===== src/rtl/noc_pkg.sv =====
// Shared NoC definitions: flit type codes, route bit positions, port FSM states.
package noc_pkg;

    localparam int ROUTE_W  = 5;
    localparam int RT_LOCAL = 0;
    localparam int RT_N     = 1;
    localparam int RT_E     = 2;
    localparam int RT_S     = 3;
    localparam int RT_W     = 4;

    typedef enum logic [1:0] {
        FLIT_BODY   = 2'b00,
        FLIT_TAIL   = 2'b01,
        FLIT_HEAD   = 2'b10,
        FLIT_SINGLE = 2'b11
    } flit_type_e;

    typedef enum logic {
        ST_IDLE   = 1'b0,
        ST_PACKET = 1'b1
    } port_state_e;

    // Flit opens a packet and carries destination coordinates.
    function automatic logic starts_packet(input flit_type_e t);
        return (t == FLIT_HEAD) || (t == FLIT_SINGLE);
    endfunction

    // Flit closes a packet.
    function automatic logic ends_packet(input flit_type_e t);
        return (t == FLIT_TAIL) || (t == FLIT_SINGLE);
    endfunction

endpackage


===== src/rtl/xy_route.sv =====
// Dimension-ordered (X first, then Y) route computation to a one-hot port vector.
module xy_route import noc_pkg::*; #(
    parameter int COORD_WIDTH = 2,
    parameter int X_ID        = 0,
    parameter int Y_ID        = 0
) (
    input  logic [COORD_WIDTH-1:0] dst_x,
    input  logic [COORD_WIDTH-1:0] dst_y,
    output logic [ROUTE_W-1:0]     route
);

    localparam logic [COORD_WIDTH-1:0] X_C = X_ID[COORD_WIDTH-1:0];
    localparam logic [COORD_WIDTH-1:0] Y_C = Y_ID[COORD_WIDTH-1:0];

    // Resolve X offset first; only an aligned X lets Y decide.
    always_comb begin
        route = {ROUTE_W{1'b0}};
        if (dst_x > X_C) begin
            route[RT_E] = 1'b1;
        end else if (dst_x < X_C) begin
            route[RT_W] = 1'b1;
        end else if (dst_y > Y_C) begin
            route[RT_N] = 1'b1;
        end else if (dst_y < Y_C) begin
            route[RT_S] = 1'b1;
        end else begin
            route[RT_LOCAL] = 1'b1;
        end
    end

endmodule


===== src/rtl/input_port_ctrl.sv =====
// Router input port: pulls flits from an upstream FIFO into a 2-entry buffer,
// filters protocol errors and presents flits with their XY route to the crossbar.
// Optional macro INPUT_PORT_PKT_CNT_EN adds a 16-bit delivered-packet counter.
module input_port_ctrl import noc_pkg::*; #(
    parameter int DATA_WIDTH  = 8,
    parameter int COORD_WIDTH = 2,
    parameter int X_ID        = 0,
    parameter int Y_ID        = 0
) (
    input  logic                  clk_i,
    input  logic                  rst_ni,
    input  logic                  fifo_empty_i,
    input  logic [DATA_WIDTH-1:0] fifo_data_i,
    output logic                  fifo_rd_en_o,
    output logic [DATA_WIDTH-1:0] flit_o,
    output logic                  valid_o,
    input  logic                  ready_i,
    output logic [ROUTE_W-1:0]    route_o,
`ifdef INPUT_PORT_PKT_CNT_EN
    output logic [15:0]           pkt_cnt_o,
`endif
    output logic                  err_o
);

    // Registered state
    logic                  run_r;
    logic                  rd_pend_r;
    logic [1:0]            cnt_r;
    logic [DATA_WIDTH-1:0] buf_data_r  [2];
    logic [ROUTE_W-1:0]    buf_route_r [2];
    port_state_e           state_r;
    port_state_e           shadow_r;
    logic [ROUTE_W-1:0]    route_lat_r;
    logic [ROUTE_W-1:0]    route_out_r;
    logic                  valid_r;
    logic                  err_r;

    // Next-state / combinational signals
    logic                  pop_s;
    logic [1:0]            occ_s;
    logic                  rd_en_s;
    flit_type_e            cap_type_s;
    flit_type_e            head_type_s;
    flit_type_e            new_head_type_s;
    logic [ROUTE_W-1:0]    cap_route_s;
    logic                  cap_keep_s;
    logic                  cap_err_s;
    port_state_e           shadow_s;
    logic [1:0]            cnt_v_s;
    logic [1:0]            cnt_s;
    logic [DATA_WIDTH-1:0] buf_data_s  [2];
    logic [ROUTE_W-1:0]    buf_route_s [2];
    port_state_e           state_s;
    logic [ROUTE_W-1:0]    route_lat_s;
    logic [ROUTE_W-1:0]    route_out_s;

    // Route is computed on the incoming read data so each buffered head carries it.
    xy_route #(
        .COORD_WIDTH (COORD_WIDTH),
        .X_ID        (X_ID),
        .Y_ID        (Y_ID)
    ) u_xy_route (
        .dst_x (fifo_data_i[2*COORD_WIDTH-1:COORD_WIDTH]),
        .dst_y (fifo_data_i[COORD_WIDTH-1:0]),
        .route (cap_route_s)
    );

    // Read strobe: space left after counting held entries, the read in flight and this cycle's pop.
    always_comb begin
        pop_s   = (cnt_r != 2'd0) && ready_i;
        occ_s   = cnt_r + {1'b0, rd_pend_r} - {1'b0, pop_s};
        rd_en_s = run_r && !fifo_empty_i && (occ_s < 2'd2);
    end

    // Capture-side packet tracker: drops stray BODY/TAIL and flags misplaced heads.
    always_comb begin
        cap_type_s = flit_type_e'(fifo_data_i[DATA_WIDTH-1:DATA_WIDTH-2]);
        cap_keep_s = 1'b0;
        cap_err_s  = 1'b0;
        shadow_s   = shadow_r;
        if (rd_pend_r) begin
            case (shadow_r)
                ST_IDLE: begin
                    case (cap_type_s)
                        FLIT_HEAD:   begin cap_keep_s = 1'b1; shadow_s = ST_PACKET; end
                        FLIT_SINGLE: begin cap_keep_s = 1'b1; end
                        default:     begin cap_err_s  = 1'b1; end
                    endcase
                end
                ST_PACKET: begin
                    cap_keep_s = 1'b1;
                    case (cap_type_s)
                        FLIT_HEAD:   begin cap_err_s = 1'b1; end
                        FLIT_SINGLE: begin cap_err_s = 1'b1; shadow_s = ST_IDLE; end
                        FLIT_TAIL:   begin shadow_s  = ST_IDLE; end
                        default:     begin shadow_s  = ST_PACKET; end
                    endcase
                end
                default: begin
                    shadow_s = ST_IDLE;
                end
            endcase
        end else begin
            shadow_s = shadow_r;
        end
    end

    // Buffer update: pop shifts entry 1 forward, kept capture appends behind the survivors.
    always_comb begin
        buf_data_s[0]  = buf_data_r[0];
        buf_data_s[1]  = buf_data_r[1];
        buf_route_s[0] = buf_route_r[0];
        buf_route_s[1] = buf_route_r[1];
        if (pop_s) begin
            buf_data_s[0]  = buf_data_r[1];
            buf_route_s[0] = buf_route_r[1];
            cnt_v_s        = cnt_r - 2'd1;
        end else begin
            cnt_v_s = cnt_r;
        end
        if (cap_keep_s) begin
            case (cnt_v_s)
                2'd0: begin
                    buf_data_s[0]  = fifo_data_i;
                    buf_route_s[0] = cap_route_s;
                end
                default: begin
                    buf_data_s[1]  = fifo_data_i;
                    buf_route_s[1] = cap_route_s;
                end
            endcase
            cnt_s = cnt_v_s + 2'd1;
        end else begin
            cnt_s = cnt_v_s;
        end
    end

    // Output FSM and route selection for the flit that will sit at the head next cycle.
    always_comb begin
        head_type_s     = flit_type_e'(buf_data_r[0][DATA_WIDTH-1:DATA_WIDTH-2]);
        new_head_type_s = flit_type_e'(buf_data_s[0][DATA_WIDTH-1:DATA_WIDTH-2]);
        state_s         = state_r;
        route_lat_s     = route_lat_r;
        if (pop_s) begin
            case (head_type_s)
                FLIT_HEAD:   begin state_s = ST_PACKET; route_lat_s = buf_route_r[0]; end
                FLIT_SINGLE: begin state_s = ST_IDLE; end
                FLIT_TAIL:   begin state_s = ST_IDLE; end
                default:     begin state_s = state_r; end
            endcase
        end else begin
            state_s = state_r;
        end
        if ((cnt_s != 2'd0) && starts_packet(new_head_type_s)) begin
            route_out_s = buf_route_s[0];
        end else if (state_s == ST_PACKET) begin
            route_out_s = route_lat_s;
        end else begin
            route_out_s = {ROUTE_W{1'b0}};
        end
    end

    // State registers; reset discards the buffer, the in-flight read and any partial packet.
    always_ff @(posedge clk_i or negedge rst_ni) begin
        if (!rst_ni) begin
            run_r          <= 1'b0;
            rd_pend_r      <= 1'b0;
            cnt_r          <= 2'd0;
            buf_data_r[0]  <= {DATA_WIDTH{1'b0}};
            buf_data_r[1]  <= {DATA_WIDTH{1'b0}};
            buf_route_r[0] <= {ROUTE_W{1'b0}};
            buf_route_r[1] <= {ROUTE_W{1'b0}};
            state_r        <= ST_IDLE;
            shadow_r       <= ST_IDLE;
            route_lat_r    <= {ROUTE_W{1'b0}};
            route_out_r    <= {ROUTE_W{1'b0}};
            valid_r        <= 1'b0;
            err_r          <= 1'b0;
        end else begin
            run_r          <= 1'b1;
            rd_pend_r      <= rd_en_s;
            cnt_r          <= cnt_s;
            buf_data_r[0]  <= buf_data_s[0];
            buf_data_r[1]  <= buf_data_s[1];
            buf_route_r[0] <= buf_route_s[0];
            buf_route_r[1] <= buf_route_s[1];
            state_r        <= state_s;
            shadow_r       <= shadow_s;
            route_lat_r    <= route_lat_s;
            route_out_r    <= route_out_s;
            valid_r        <= (cnt_s != 2'd0);
            err_r          <= cap_err_s;
        end
    end

`ifdef INPUT_PORT_PKT_CNT_EN
    logic [15:0] pkt_cnt_r;

    // Count packets as their closing flit is accepted; wraps naturally at 16 bits.
    always_ff @(posedge clk_i or negedge rst_ni) begin
        if (!rst_ni) begin
            pkt_cnt_r <= 16'd0;
        end else if (pop_s && ends_packet(head_type_s)) begin
            pkt_cnt_r <= pkt_cnt_r + 16'd1;
        end else begin
            pkt_cnt_r <= pkt_cnt_r;
        end
    end

    assign pkt_cnt_o = pkt_cnt_r;
`endif

    assign fifo_rd_en_o = rd_en_s;
    assign flit_o       = buf_data_r[0];
    assign valid_o      = valid_r;
    assign route_o      = route_out_r;
    assign err_o        = err_r;

endmodule


===== config.mk =====
export PLATFORM = sky130hd
export DESIGN_NAME = input_port_ctrl
export DESIGN_NICKNAME = d
export VERILOG_FILES = /design/src/rtl/noc_pkg.sv /design/src/rtl/xy_route.sv /design/src/rtl/input_port_ctrl.sv
export SDC_FILE = /design/constraint.sdc
export NUM_CORES = 1
export LEC_CHECK = 0
export CORE_UTILIZATION = 58
export CTS_CLUSTER_SIZE = 40
export DETAILED_ROUTE_END_ITERATION = 7
export PLACE_DENSITY = 0.89
export SYNTH_ARGS = -nofsm -noshare
export SYNTH_HDL_FRONTEND = slang
export SYNTH_SLANG_ARGS = --single-unit

===== constraint.sdc =====
create_clock -name clk_i -period 7.3 [get_ports clk_i]
set_input_delay 1.46 -clock clk_i [delete_from_list [all_inputs] [get_ports clk_i]]
set_output_delay 1.46 -clock clk_i [all_outputs]
set_load 0.02 [all_outputs]

# [Word-level counts from Yosys, hierarchy flattened]
# Index checks and enable logic that the tools add are counted.
[word_totals] register_bits=44 in_bits=12 output_inout_bits=16 elab_cells=81
[op_classes] addsub=4 n_lt_le_gt_ge=5 n_eq_ne=8 n_mux=36 bitwise_logic=2 n_reduce_logical=13
[op_table] operator="5-bit 2-to-1 mux" n=7
[op_table] operator="8-bit 2-to-1 mux" n=3
[op_table] operator="16-bit 2-to-1 mux" n=1
[op_table] operator="1-bit 2-to-1 mux" n=15
[op_table] operator="2-bit == test, second input constant" n=6
[op_table] operator="10-bit 2-to-1 mux" n=1
[op_table] operator="2-bit 2-to-1 mux" n=5
[op_table] operator="1-bit one-hot mux with 2 select lines" n=4
[op_table] operator="2-bit OR reduction" n=3
[op_table] operator="2-bit by 1-bit == test with 1-bit output, second input constant" n=2
[op_table] operator="2-bit by 1-bit greater-than comparator with 1-bit output, second input constant" n=2
[op_table] operator="1-bit logical AND" n=4
[op_table] operator="2-bit by 1-bit less-than comparator with 1-bit output, second input constant" n=2
[op_table] operator="2-bit nonzero test" n=2
[op_table] operator="2-bit by 1-bit adder with 2-bit output" n=1
[op_table] operator="2-bit by 1-bit adder with 2-bit output, second input constant" n=1
[op_table] operator="2-bit logical NOT" n=1
[op_table] operator="2-bit less-than comparator, second input constant" n=1
[op_table] operator="1-bit NOT" n=2
[op_table] operator="2-bit AND reduction" n=1
[op_table] operator="2-bit by 1-bit subtractor with 2-bit output" n=1
[op_table] operator="2-bit by 1-bit subtractor with 2-bit output, second input constant" n=1
[op_table] operator="1-bit logical NOT" n=1
[op_table] operator="1-bit logical OR" n=1

# [Longest topological paths before layout]
# Gate-level depths: netlist of the first run.
[depth] depth_word=10 mapped_depth=13 mapped_depth_nobuf=10

# [Modules after synthesis]
# From an unflattened synthesis of the first run, not the netlist that was laid out.
[unflattened] hier_cells=181 area_unflattened_um2=2052.0
[modules_own_cells] mod="input_port_ctrl" instances=1 cells_each=174 area_per_inst_um2=2004.4 seq_area_each_um2=1101.1
[modules_own_cells] mod="xy_route" instances=1 cells_each=7 area_per_inst_um2=47.5 seq_area_each_um2=0.0

# [Least setup slack after synthesis of the first run]
# OpenSTA, ideal clock, no wires.
[synth_path] path_kind="in2out" startpoint="input ready_i" endpoint="output fifo_rd_en_o" t_arrival_ns=2.610 required_time_ns=5.840 slack_ns=3.230 cell_stages=4 path_buffers=0 cell_sequence="or4b_1 -> o21ai_1 -> xnor2_1 -> nor3b_1"
[synth_between] elab_chain_cells=4
[synth_rtl] item="from (decl)" line="input_port_ctrl.sv:17" rtl="input logic ready_i,"
[synth_rtl] item="1-bit logical AND" line="input_port_ctrl.sv:70" rtl="pop_s = (cnt_r != 2'd0) && ready_i;"
[synth_rtl] item="2-bit by 1-bit subtractor with 2-bit output" line="input_port_ctrl.sv:71" rtl="occ_s = cnt_r + {1'b0, rd_pend_r} - {1'b0, pop_s};"
[synth_rtl] item="2-bit less-than comparator" line="input_port_ctrl.sv:72" rtl="rd_en_s = run_r && !fifo_empty_i && (occ_s < 2'd2);"
[synth_rtl] item="1-bit logical AND" line="input_port_ctrl.sv:72"
[synth_rtl] item="to (decl)" line="input_port_ctrl.sv:14" rtl="output logic fifo_rd_en_o,"
# Every way passes these cells.

# [Worst setup path in the final report of the first run]
# Ends and elaborated chain as after synthesis.

==> impl_metrics.py, run 1 <==
metrics = {
    "floorplan": {
        "pin_count": 28,
        "die_h_um": 60.3,
        "core_area_mm2": 0.00313,
        "placementRows": 20,
        "dieWidth_um": 60.3,
        "start_util": 0.630,
        "dieArea_mm2": 0.00363,
    },
    "placed_design": {
        "placed_area_mm2": 0.00220,
        "routabilityCongestion": 0.884,
        "dpl.cell_count": 235,
        "port_buffers": 27,
        "hpwl_mm": 2.68,
    },
    "final_layout": {
        "drive_gt1_frac": 0.146,
        "mostFrequentLayoutCells": "42 x dfrtp_1, 26 x clkdlybuf4s50_1, 21 x nand2_1",
        "area_growth_pct": 15.5,
        "final_common_cell": "dfrtp_1",
        "multi_input_area_um2": 800,
        "antennaDiodeCount": 0,
        "fill_cells": 220,
        "seqCellArea_mm2": 0.00105,
        "fin_nets": 213,
        "stdcell_count": 243,
        "stdcell_area_mm2": 0.00228,
    },
    "global_routing": {
        "globalRouteTotalUtil": 0.254,
        "grt_pass1_vias": 1480,
        "grt_max_degree": 43,
        "gr-total-overflow": 0,
        "grt_first_pass_wirelength_mm": 6.56,
        "antenna_found_initial": 0,
    },
    "synth": {
        "synth_top_area_share": 0.533,
        "yosys.area.top_type": "dfrtp_1",
        "syn-mean-instance-area_um2": 11.0,
        "ys_ff_latch": 42,
        "synthesis.nets": 194,
        "synthCells": 179,
        "yosysWarnings": 0,
        "synth-seq-area-share": 0.533,
        "yosysUniqueCellTypes": 35,
        "ys_top_cells_by_area": "dfrtp_1 53%, mux2_2 9.1%, nand2_1 4.0%",
        "synth_area_mm2": 0.00197,
    },
    "timing": {
        "timing.final.crit_share": 0.707,
        "setup_tns_ns": 0,
        "slew_headroom": 0.401,
        "fin_crit_ns": 5.16,
        "worst_slew_pin_slew_ns": 0.898,
        "final-setup-viol-count": 0,
        "finalMaxSlewViolations": 0,
        "clock.fmax_ghz": 0.194,
        "finClkSkew_ns": 0.0112,
        "rsz0062_at_grt": "false",
        "finalHoldViolCount": 0,
    },
    "worst_setup_path": {
        "worstSetupPathType": "primary input to output pin",
        "worst_setup_path_end_kind": "output pin",
        "critPathRequiredTime_ns": 5.84,
        "critPathLaunchType": "primary input",
        "cp_max_fo": 13,
        "cp.arrival_ns": 3.70,
    },
    "cts": {
        "clk_path_buf_depth": 2,
        "numClockSinks": 42,
        "hold_buffers": 0,
        "cts_tree": "yes",
        "cts_root_buf": "clkbuf_4",
        "clkTransAtPathRegs_ns": 0.12,
        "ctsResizeCount": 0,
        "h-tree-depth": 2,
        "cts_buffers": 5,
        "insertion_delay_ns": 0.36,
        "post_cts_buffers": 0,
    },
    "pwr": {
        "leakagePower_uw": 0.00104,
        "power.density_mw_per_mm2": 417,
        "power.total_uw": 949,
        "ir_drop_v": 0.000216,
    },
    "detailed_routing": {
        "postRouteAntennaNets": 0,
        "drcViolationCount": 0,
        "drt-total-wl_mm": 3.83,
        "vias_per_cell": 5.58,
        "routedWlPerCell_um": 15.8,
        "dr.pass1.iters": 4,
        "drt_first_iter_violations": 38,
        "num_vias": 1355,
    },
    "status": {
        "outcome": "finished clean",
    },
    "min_path": {
        "hold_path.class": "flop to flop",
    },
    "run": {
        "cap_violations": 0,
    },
}
-- worst paths after layout --
path | startpoint | end | slack [ns] | cells past startpoint
max in group asynchronous | rst_ni | buf_route_r[7] | 5.52 | 1
min reg2reg | buf_route_r[1] | buf_route_r[1] | 0.51 | 2
max | ready_i | fifo_rd_en_o | 2.14 | 6
max reg2reg | cnt_r[0] | route_o[2] | 3.68 | 10
min | buf_route_r[1] | buf_route_r[1] | 0.51 | 2
min in group asynchronous | rst_ni | shadow_r | 1.21 | 1
-- synthesized netlist by cell type (all sizes together) --
| master | instances |
|---|---|
| a211oi | 1 |
| buf | 9 |
| nor3b | 1 |
| nor2 | 13 |
| or2 | 1 |
| a32oi | 1 |
| o21ai | 6 |
| nor2b | 6 |
| a311oi | 1 |
| a21bo | 1 |
| clkbuf | 6 |
| nor3 | 2 |
| and2b | 1 |
| a31oi | 8 |
| nand3 | 2 |
| and4bb | 1 |
| and3b | 2 |
| xnor2 | 3 |
| a211o | 1 |
| nand2b | 5 |
| mux2 | 16 |
| or4b | 1 |
| inv | 7 |
| ha | 3 |
| a21oi | 7 |
| nand3b | 1 |
| nor4 | 1 |
| dfrtp | 42 |
| conb | 1 |
| nor4b | 1 |
| nand2 | 21 |
| o2bb2ai | 1 |
| mux2i | 6 |
-- area by class of cell --
class                           count  share of cell area
Inverter                            7              0.0115
Timing Repair Buffer               27               0.117
Multi-Input combinational cell    115               0.351
Sequential cell                    42               0.462
Clock buffer                        6              0.0181
Clock inverter                      2              0.0165
Tap cell                           44              0.0242
-- sequential cells by signal, summed over array words and instances (netlist names) --
name,flops
flit_o,8
buf_data_r,8
state_r,1
cnt_r,2
rd_pend_r,1
err_o,1
run_r,1
route_lat_r,5
buf_route_r,8
route_o,5
shadow_r,1
valid_o,1
-- report_power, final --
part | internal [µW] | switching, µW
clock | 72.2 | 74.8
combinational | 205 | 221
sequential | 319 | 56.4
total | 596 | 353
-- critical path, stage by stage --
cell	delay, ns
clkdlybuf4s50_1	0.56
and2b_1	0.45
o21ai_1	0.15
xnor2_1	0.14
nor3b_1	0.27
clkdlybuf4s50_1	0.66
-- per-layer routing --
metal | track usage | routed length, µm | vias to the layer above
met5 | 0 | 0 | -
met4 | 0.140 | 78 | 0
met3 | 0.0606 | 154 | 9
met2 | 0.438 | 2020 | 37
met1 | 0.285 | 1580 | 667
li1 | - | - | 642
-- cells by family after synthesis --
| family | share of synthesized area |
|---|---|
| XOR/XNOR | 0.0133 |
| AO/OA/AOI/OAI | 0.0971 |
| adder cells (fa/ha/maj) | 0.0190 |
| buffers and inverters | 0.0610 |
| flip-flops | 0.533 |
| multiplexers | 0.122 |
| AND/OR/NAND/NOR | 0.152 |
| other | 0.00190 |
-- through the flow --
step,setup WS (ns),utilization,hold slack [ns]
after CTS,2.11,0.728,0.509
after global routing,2.01,0.728,0.530
after floorplan,3.23,-,0.449
after global placement,2.24,0.702,0.469
final,2.14,0.728,0.508
after detailed placement,2.16,0.702,0.483
No activity file was read; power rests on OpenSTA's default activity.
==> run 2, diff against run 1 <==
--- a/config.mk
+++ b/config.mk
@@ -5,10 +5,10 @@
 export SDC_FILE = /design/constraint.sdc
 export NUM_CORES = 1
 export LEC_CHECK = 0
-export CORE_UTILIZATION = 58
+export CORE_UTILIZATION = 53
 export CTS_CLUSTER_SIZE = 40
 export DETAILED_ROUTE_END_ITERATION = 7
-export PLACE_DENSITY = 0.89
+export PLACE_DENSITY = 0.83
 export SYNTH_ARGS = -nofsm -noshare
 export SYNTH_HDL_FRONTEND = slang
 export SYNTH_SLANG_ARGS = --single-unit
==> constraint.sdc (replaced) <==
create_clock -name clk_i -period 4.8 [get_ports clk_i]
set_input_delay 0.96 -clock clk_i [delete_from_list [all_inputs] [get_ports clk_i]]
set_output_delay 0.96 -clock clk_i [all_outputs]
set_load 0.02 [all_outputs]
==> impl_metrics.py, run 2 (synthesized netlist as in run 1, its figures left out) <==
metrics = {
    "cts": {
        "cts_tree": "yes",
        "ctsResizeCount": 0,
        "hold_buffers": 0,
        "insertion_delay_ns": 0.29,
        "cts_root_buf": "clkbuf_8",
        "cts_buffers": 5,
        "clkTransAtPathRegs_ns": 0.08,
        "post_cts_buffers": 0,
        "h-tree-depth": 2,
        "clk_path_buf_depth": 2,
        "numClockSinks": 42,
    },
    "floorplan": {
        "core_area_mm2": 0.00344,
        "dieArea_mm2": 0.00397,
        "dieWidth_um": 63.0,
        "start_util": 0.573,
        "pin_count": 28,
        "die_h_um": 63.0,
        "placementRows": 21,
    },
    "timing": {
        "rsz0062_at_grt": "false",
        "slew_headroom": 0.407,
        "setup_tns_ns": 0,
        "timing.final.crit_share": 0.874,
        "finalHoldViolCount": 0,
        "finalMaxSlewViolations": 0,
        "fin_crit_ns": 4.20,
        "final-setup-viol-count": 0,
        "clock.fmax_ghz": 0.238,
        "finClkSkew_ns": 0.0102,
        "worst_slew_pin_slew_ns": 0.889,
    },
    "worst_setup_path": {
        "worst_setup_path_end_kind": "output pin",
        "crit_top_cell": "clkdlybuf4s50_1",
        "crit_chain": "clkdlybuf4s50_1 > and2b_1 > o21ai_1 > xnor2_1 > nor3b_1 > clkdlybuf4s50_1",
        "critPathLaunchType": "primary input",
        "crit_path_max_incr_delay_ns": 0.66,
        "worstSetupPathType": "primary input to output pin",
        "cp_max_fo": 13,
        "crit_family": "buffers and inverters",
        "cp_num_buf_inv": 2,
        "critPathRequiredTime_ns": 3.84,
        "cp.arrival_ns": 3.24,
        "cpMaxStageDelayCell": "clkdlybuf4s50_1",
    },
    "run": {
        "cap_violations": 0,
    },
    "detailed_routing": {
        "drcViolationCount": 0,
        "num_vias": 1366,
        "met2_length_mm": 1.99,
        "drt-total-wl_mm": 3.85,
        "top_layer": "met4",
        "postRouteAntennaNets": 0,
        "wl_met1_mm": 1.56,
        "route.met3.wl_um": 184,
        "dr.pass1.iters": 4,
        "drt_first_iter_violations": 112,
        "routedWlPerCell_um": 15.6,
        "vias_per_cell": 5.53,
    },
    "pwr": {
        "ir_drop_v": 0.000329,
        "leakagePower_uw": 0.00108,
        "power.density_mw_per_mm2": 659,
    },
    "placed_design": {
        "routabilityCongestion": 0.859,
        "port_buffers": 27,
        "hpwl_mm": 2.69,
    },
    "global_routing": {
        "grt_max_degree": 43,
        "antenna_found_initial": 0,
        "globalRouteTotalUtil": 0.225,
        "grt_pass1_vias": 1437,
        "grt_first_pass_wirelength_mm": 6.70,
        "gr-total-overflow": 0,
    },
    "final_layout": {
        "mostFrequentLayoutCells": "42 x dfrtp_1, 26 x clkdlybuf4s50_1, 21 x nand2_1",
        "seqCellArea_mm2": 0.00105,
        "antennaDiodeCount": 0,
        "fin_nets": 215,
        "final_common_cell": "dfrtp_1",
        "fill_cells": 262,
        "area_growth_pct": 19.4,
        "multi_input_area_um2": 800,
        "drive_gt1_frac": 0.159,
        "utilization": 0.683,
    },
    "min_path": {
        "hold_path.class": "flop to flop",
    },
    "status": {
        "outcome": "finished clean",
    },
}
## run 2: changes by cell type in the layout (fill, tap and decap cells not counted), sizes merged
cell | before | now
buf | 1 | 3
bufinv | 1 | 2
clkbuf | 6 | 5
clkinv | 0 | 1
clkinvlp | 1 | 0
## run 2: final timing paths
| kind | slack [ns] | to | start | cells past startpoint |
|---|---|---|---|---|
| worst max register to register | 1.50 | route_o[2] | cnt_r[0] | 9 |
| worst max-delay path | 0.60 | fifo_rd_en_o | ready_i | 6 |
| worst min register to register | 0.50 | route_lat_r[2] | route_lat_r[2] | 1 |
| max in group asynchronous | 3.45 | buf_data_r[4] | rst_ni | 1 |
| min in group asynchronous | 0.78 | err_o | rst_ni | 1 |
| worst min-delay path | 0.50 | route_lat_r[2] | route_lat_r[2] | 1 |
## run 2: where the power goes
group          total (µW)  leakage (µW)  internal, µW  switching [µW]
sequential            568      0.000532           486            81.7
combinational         652      0.000482           315             338
clock                 330     0.0000683           208             122
total                1550       0.00108          1010             541
## run 2: routing by layer
metal	vias to the layer above	track usage
li1	645	-
met1	671	0.263
met2	40	0.376
met3	10	0.0547
met4	0	0.122
met5	-	0
## run 2: worst reg2reg max path, stage by stage (launching register included)
cell	delay, ns
dfrtp_1	0.53
inv_1	0.08
ha_1	0.27
and2b_1	0.54
xnor2_1	0.19
ha_1	0.36
nor4b_1	0.41
a211oi_2	0.12
a32oi_4	0.32
mux2_2	0.38
## run 2: through the flow
stage / instance area (µm²) / hold WS (ns) / setup WS [ns] / power, µW / cells
detailed placement: 2210 / 0.481 / 0.610 / 1220 / 239
global route: 2350 / 0.519 / 0.409 / 1650 / 247
global placement: 2210 / 0.471 / 0.713 / 1200 / 239
CTS: 2350 / 0.500 / 0.556 / 1560 / 247
finish: 2350 / 0.495 / 0.604 / 1550 / 247
floorplan: 1970 / 0.449 / 1.73 / 1050 / 179
## run 2: cell type report
cell class              count  share of cell area
inverters                   7              0.0112
clock buffers               5              0.0293
clock inverters             3              0.0293
flip-flops and latches     42               0.447
well taps                  46              0.0245
repair buffers             29               0.119
multi-input cells         115               0.340
